$ cat src/rtl/speed_ctrl.sv
// speed_ctrl: control FSM for the roadside speed trap.
// Conditions the two raw sensors (2-flop synchronizer, optional debounce,
// registered rising-edge detect), sequences the datapath strobes, captures
// the measured speed and opens or keeps closed the barrier.
// Optional feature macro: SPEED_CTRL_DEBOUNCE_EN (per-sensor stability filter).
module speed_ctrl #(
  parameter int WIDTH_SPEED  = 14,
  parameter int SPEED_LIMIT  = 60,
  parameter int DEB_CYCLES   = 1000,
  parameter int TIMEOUT_CYC  = 20000000,
  parameter int DONE_TIMEOUT = 64,
  parameter int HOLD_CYC     = 30000000
) (
  input  logic                   clk,
  input  logic                   reset,
  input  logic                   sen1_in,
  input  logic                   sen2_in,
  input  logic                   done,
  input  logic [WIDTH_SPEED-1:0] speed,
  output logic                   init,
  output logic                   count,
  output logic                   cal,
  output logic                   en,
  output logic                   dis,
  output logic [WIDTH_SPEED-1:0] speed_q,
  output logic                   over_speed,
  output logic                   timeout_err,
  output logic                   busy
);

  typedef enum logic [2:0] {
    IDLE    = 3'd0,
    MEASURE = 3'd1,
    CALC    = 3'd2,
    OPEN    = 3'd3,
    CLOSE   = 3'd4
  } state_t;

  // One shared timer serves both the MEASURE timeout and the CALC done-wait,
  // so it is sized for the larger of the two limits.
  localparam int TMR_MAX = (TIMEOUT_CYC > DONE_TIMEOUT) ? TIMEOUT_CYC : DONE_TIMEOUT;
  localparam int TMR_W   = $clog2(TMR_MAX + 1);
  localparam int HOLD_W  = $clog2(HOLD_CYC + 1);

  logic [1:0]        s1_sync;
  logic [1:0]        s2_sync;
  logic              s1_lvl;
  logic              s2_lvl;
  logic              s1_lvl_d;
  logic              s2_lvl_d;
  logic              s1_rise;
  logic              s2_rise;
  state_t            state;
  logic [TMR_W-1:0]  timer;
  logic [HOLD_W-1:0] hold_cnt;

  // Two-flop synchronizers bring the asynchronous sensor levels into clk.
  always_ff @(posedge clk or posedge reset) begin
    if (reset) begin
      s1_sync <= '0;
      s2_sync <= '0;
    end else begin
      s1_sync <= {s1_sync[0], sen1_in};
      s2_sync <= {s2_sync[0], sen2_in};
    end
  end

`ifdef SPEED_CTRL_DEBOUNCE_EN
  localparam int DEB_W = $clog2(DEB_CYCLES + 1);

  logic [DEB_W-1:0] s1_deb_cnt;
  logic [DEB_W-1:0] s2_deb_cnt;

  // Accept a new synchronized level only after it has differed from the
  // accepted level for DEB_CYCLES consecutive cycles; any return resets it.
  always_ff @(posedge clk or posedge reset) begin
    if (reset) begin
      s1_lvl     <= 1'b0;
      s2_lvl     <= 1'b0;
      s1_deb_cnt <= '0;
      s2_deb_cnt <= '0;
    end else begin
      if (s1_sync[1] == s1_lvl) begin
        s1_deb_cnt <= '0;
      end else if (s1_deb_cnt == DEB_W'(DEB_CYCLES - 1)) begin
        s1_lvl     <= s1_sync[1];
        s1_deb_cnt <= '0;
      end else begin
        s1_deb_cnt <= s1_deb_cnt + DEB_W'(1);
      end

      if (s2_sync[1] == s2_lvl) begin
        s2_deb_cnt <= '0;
      end else if (s2_deb_cnt == DEB_W'(DEB_CYCLES - 1)) begin
        s2_lvl     <= s2_sync[1];
        s2_deb_cnt <= '0;
      end else begin
        s2_deb_cnt <= s2_deb_cnt + DEB_W'(1);
      end
    end
  end
`else
  assign s1_lvl = s1_sync[1];
  assign s2_lvl = s2_sync[1];
`endif

  // Registered rising-edge detectors give one-cycle s1_rise / s2_rise pulses.
  always_ff @(posedge clk or posedge reset) begin
    if (reset) begin
      s1_lvl_d <= 1'b0;
      s2_lvl_d <= 1'b0;
      s1_rise  <= 1'b0;
      s2_rise  <= 1'b0;
    end else begin
      s1_lvl_d <= s1_lvl;
      s2_lvl_d <= s2_lvl;
      s1_rise  <= s1_lvl & ~s1_lvl_d;
      s2_rise  <= s2_lvl & ~s2_lvl_d;
    end
  end

  // Main sequencer; every output is a register written only here. CLOSE
  // raises dis on entry if the previous state did not already do so.
  always_ff @(posedge clk or posedge reset) begin
    if (reset) begin
      state       <= IDLE;
      timer       <= '0;
      hold_cnt    <= '0;
      init        <= 1'b0;
      count       <= 1'b0;
      cal         <= 1'b0;
      en          <= 1'b0;
      dis         <= 1'b0;
      speed_q     <= '0;
      over_speed  <= 1'b0;
      timeout_err <= 1'b0;
      busy        <= 1'b0;
    end else begin
      init        <= 1'b0;
      cal         <= 1'b0;
      en          <= 1'b0;
      dis         <= 1'b0;
      timeout_err <= 1'b0;

      case (state)
        IDLE: begin
          if (s1_rise) begin
            state      <= MEASURE;
            init       <= 1'b1;
            over_speed <= 1'b0;
            timer      <= '0;
            busy       <= 1'b1;
          end
        end

        MEASURE: begin
          if (s2_rise) begin
            state <= CALC;
            count <= 1'b0;
            cal   <= 1'b1;
            timer <= '0;
          end else if (timer == TMR_W'(TIMEOUT_CYC)) begin
            state       <= IDLE;
            count       <= 1'b0;
            timeout_err <= 1'b1;
            dis         <= 1'b1;
            timer       <= '0;
            busy        <= 1'b0;
          end else begin
            count <= 1'b1;
            timer <= timer + TMR_W'(1);
          end
        end

        CALC: begin
          if (done) begin
            speed_q <= speed;
            timer   <= '0;
            if (speed <= WIDTH_SPEED'(SPEED_LIMIT)) begin
              state    <= OPEN;
              en       <= 1'b1;
              hold_cnt <= '0;
            end else begin
              state      <= CLOSE;
              over_speed <= 1'b1;
              dis        <= 1'b1;
            end
          end else if (timer == TMR_W'(DONE_TIMEOUT - 1)) begin
            state       <= CLOSE;
            timeout_err <= 1'b1;
            timer       <= '0;
          end else begin
            timer <= timer + TMR_W'(1);
          end
        end

        OPEN: begin
          if (hold_cnt == HOLD_W'(HOLD_CYC)) begin
            state <= CLOSE;
            dis   <= 1'b1;
          end else begin
            hold_cnt <= hold_cnt + HOLD_W'(1);
          end
        end

        CLOSE: begin
          if (dis) begin
            state <= IDLE;
            busy  <= 1'b0;
          end else begin
            dis <= 1'b1;
          end
        end

        default: begin
          state <= IDLE;
          count <= 1'b0;
          busy  <= 1'b0;
        end
      endcase
    end
  end

endmodule
$ cat config.mk
export PLATFORM = sky130hd
export DESIGN_NAME = speed_ctrl
export DESIGN_NICKNAME = d
export VERILOG_FILES = /design/src/rtl/speed_ctrl.sv
export SDC_FILE = /design/constraint.sdc
export NUM_CORES = 1
export LEC_CHECK = 0
export BUFFER_PORTS_ARGS = -buffer_cell sky130_fd_sc_hd__buf_2
export CORE_ASPECT_RATIO = 1.4
export CORE_MARGIN = 4
export CORE_UTILIZATION = 55
export CTS_CLUSTER_SIZE = 24
export DETAILED_ROUTE_END_ITERATION = 10
export PLACE_DENSITY = 0.72
export SLEW_MARGIN = 40
export SYNTH_ARGS = -nofsm -noshare
export SYNTH_HDL_FRONTEND = slang
export SYNTH_SLANG_ARGS = --single-unit
$ cat constraint.sdc
create_clock -name clk -period 2.6 [get_ports clk]
set_input_delay 0.13 -clock clk [delete_from_list [all_inputs] [get_ports clk]]
set_output_delay 0.13 -clock clk [all_outputs]
set_load 0.02 [all_outputs]
==> impl_results.md <==
- Outcome: completed
- Crit path arrival time: roughly 2700 ps
- DR DRC count: 0
- DR pass1 iterations: 5
- Internal power: 3.00 mW
- Largest net degree at the start of global routing: 53
- Die Span X: 79.4 µm
- Post-synth top area share: 52.8%
- Final instance area: 0.00461 mm²
- FF-to-FF End: timer[24]$_DFFE_PP0P_
- I/O Buffers: 40
- Pre-CTS setup slack: between 100 and 150 ps
- Crit Path Class: reg -> reg
- Core area: between 0.006 and 0.007 mm²
- Starting Density: a little under three fifths
- WL per Instance: approximately 16 µm
- Crit path cell chain: or4_1, or4_1, o21a_1, a21oi_2, buf_4, o21ai_0, a21o_1
- HP Class: in -> reg
- Peak supply drop: about 500 µV
- Clock-pin slew on the worst setup and hold paths: roughly 90 ps
- Worst Skew: around 11 ps
- FF-to-FF setup slack: 140 ps
- Fin nets: 469
- Hold-critical path depth: 2
- Syn Nets: 412
- Hold Fails Final Rpt: 0
- Initial antenna violation count: 0
- Clock Path Buffers: 2
- Critical Path End Type: flop
- Actual slew at the worst max-slew pin: 483 ps
- Clock latency on the worst-skew pair: between 300 and 400 ps
- Slowest cell delay on critical path: 510 ps
- Max-Cap Viols: 0
- Post-synth top cells: dfrtp_1 (83), nor2_1 (55), nand2_1 (24), xor2_1 (24), nand3_1 (23)
- Via count: 3035
- Layer with the highest usage: met2
- Synthesized instance count: 389
- Worst relative slew slack: between 60% and 70%
- Logic gate share of total power: between 30% and 40%
- Routing usage on met1: 26.3%
- Hold path endpoint: speed_q[12]$_DFFE_PP0P_
- Most common cell on crit path: or4_1
- Vias in the first global route: 3199
- Placer Congestion: between 0.8 and 0.9
- Synth Flop Type: dfrtp_1
- # diodes: 0
- Layout cells sized above 1: roughly 20%
- Post-DRT Antenna Nets: 0
- Met2 Resource Use GR: between 30% and 40%
- Row Count: 36
- Most frequent cell after synthesis: dfrtp_1
- Asr flop ratio synth: 100%
- Avg Synthesized Cell Area: 10.1 µm²
- Final worst slack: approximately 140 ps
- Hold Startpoint: speed[12]
- Gr usage total: between 20% and 30%
- Number of CTS-inserted buffers: 9
- Met3 usage: about 4%
- Fin crit period: 2460 ps
- Critical Path RT: around 2900 ps
- Reg2Reg Depth: 7
- Top post-synthesis cells by area: dfrtp_1 (53%), xor2_1 (5.3%), nor2_1 (5.3%), mux2_2 (4.3%), nand3_1 (2.9%)
- # clock sinks: a little over 80
- Drt first-iter violations: 209
- Gr ovfl total: 0
- Post-synthesis instance area: 0.00393 mm²
- Post-synth EDFFs: 0
- Synthesis Warnings: 0
- H-tree depth: 3
- Count of pins over their slew limit: 0
- Clk pwr share: ~23%
- RSZ-0062 raised after global routing: false
- Synthesis-to-layout area growth: 17.4%
- Post-synthesis register bit count: 83
- RR Startpoint: timer[20]$_DFFE_PP0P_
- Cell taking the most area after synthesis: dfrtp_1
- Clock root buffer: clkbuf_8
- DR vias/cell: 5.57
- Full die area: between 0.008 and 0.009 mm²
- Setup crit start kind: flop
- Global-route wire length before repair: 14900 µm
- Final Cycle Share: 94.8%
- P_leak: 2.05 nW
- Post-synthesis sequential area ratio: about 53%
- Sw Share: 37.4%
- Chip height: 108 µm
- Power per Cell Area: 1040 mW/mm²
- CTS tree: yes
- Total of fill cells in the finished design: 570
- Critical-path top delay cell: or4_1
- Dpl cell area: 0.00434 mm²
- Seq pwr share: 40.6%
- Num ports: slightly above 40
- DPL Wire Length: 6090 µm
- Distinct cells, synth: 44
- Sw power: approximately 1.8 mW
- Max Clk Rate: 406 MHz
- Setup violators final: 0
- Setup TNS: 0 ps
- Final wirelength: 8460 µm
- Critical Path Fanout Max: 6
==> cell usage in the layout, fill, tap and decap left out, types with 4 or more instances in the layout <==
cell type	count
dlygate4sd3_1	4
nand2_1	24
xnor2_1	13
mux2_2	15
nor4_1	9
xor2_1	24
or4_1	5
nor2_1	55
and2_1	4
or3_1	6
clkbuf_8	9
inv_1	10
nand2b_1	5
a21oi_1	11
buf_4	15
buf_2	40
nand4_1	7
and3_1	10
ha_1	4
nor3b_1	6
a21o_1	5
o21ai_0	12
dfrtp_1	83
nor3_1	14
nand3_1	23
==> cell type report <==
cell class | count | area [µm²] | area share, %
flip-flops and latches | 83 | 2080 | 45.0
multi-input cells | 280 | 1750 | 37.9
clock buffers | 11 | 131 | 2.85
repair buffers | 61 | 393 | 8.51
inverters | 11 | 46.3 | 1.00
clock inverters | 4 | 98.8 | 2.14
well taps | 95 | 119 | 2.58
==> stage by stage <==
step / cells / utilization, % / total power [mW] / hold slack [ps]
floorplan: 389 / - / 3.13 / 161
global placement: 526 / 62.1 / 3.64 / 239
detailed placement: 526 / 62.1 / 3.72 / 191
CTS: 545 / 66.0 / 4.82 / 0.0203
global route: 545 / 66.1 / 5.14 / 6.68
finish: 545 / 66.1 / 4.80 / 7.74
==> kinds of logic after synthesis <==
| kind of cell | count (synthesis) | share of synthesized area, % |
|---|---|---|
| AO/OA/AOI/OAI | 41 | 6.37 |
| XOR/XNOR | 37 | 8.25 |
| adder cells (fa/ha/maj) | 4 | 1.27 |
| buffers and inverters | 26 | 2.80 |
| flip-flops | 83 | 52.8 |
| multiplexers | 16 | 4.55 |
| AND/OR/NAND/NOR | 182 | 23.9 |
==> registers in the layout (all words and copies together) (netlist names), 2 cells and up <==
name	cells
hold_cnt	25
timer	25
speed_q	14
state	3
s1_sync	2
s2_sync	2
==> per-layer routing <==
| layer | up-vias | wire [µm] |
|---|---|---|
| met5 | - | 0 |
| met3 | 15 | 207 |
| met4 | 0 | 206 |
| li1 | 1474 | - |
| met1 | 1492 | 3410 |
| met2 | 54 | 4630 |
==> worst max path at each step <==
stage,from,end,cells after the start
2_1_floorplan,reset,busy$_DFFE_PP0P_,1
3_3_place_gp,hold_cnt[3]$_DFFE_PP0P_,state[1]$_DFFE_PP0P_,6
3_5_place_dp,hold_cnt[3]$_DFFE_PP0P_,state[1]$_DFFE_PP0P_,6
4_1_cts,hold_cnt[3]$_DFFE_PP0P_,state[1]$_DFFE_PP0P_,6
5_1_grt,timer[20]$_DFFE_PP0P_,timer[24]$_DFFE_PP0P_,7
6_report,timer[20]$_DFFE_PP0P_,timer[24]$_DFFE_PP0P_,7
==> critical path: cells and delay by family, from the launching register on <==
family,cells,cell delay (ps)
AOI/OAI and AO/OA,4,720
buffers and inverters,1,190
and+or+nand+nor,2,1010
DFF,1,420
==> power groups by stage <==
stage / Sequential, mW / Combinational, mW / Clock [mW]
finish: 1.95 / 1.76 / 1.09
global route: 2.00 / 1.97 / 1.17
CTS: 1.94 / 1.77 / 1.11
detailed placement: 1.97 / 1.75 / 0
global placement: 1.94 / 1.70 / 0
floorplan: 2.05 / 1.08 / 0
==> timing repair <==
| item | in CTS | in global routing |
|---|---|---|
| endpoints found under the setup margin | 0 | 5 |
| gates resized for setup | 0 | 1 |
| hold endpoints to repair | 54 | 0 |
| hold buffers | 4 | 0 |
| buffers inserted | 0 | 0 |
No activity file was read; power rests on OpenSTA's default activity.
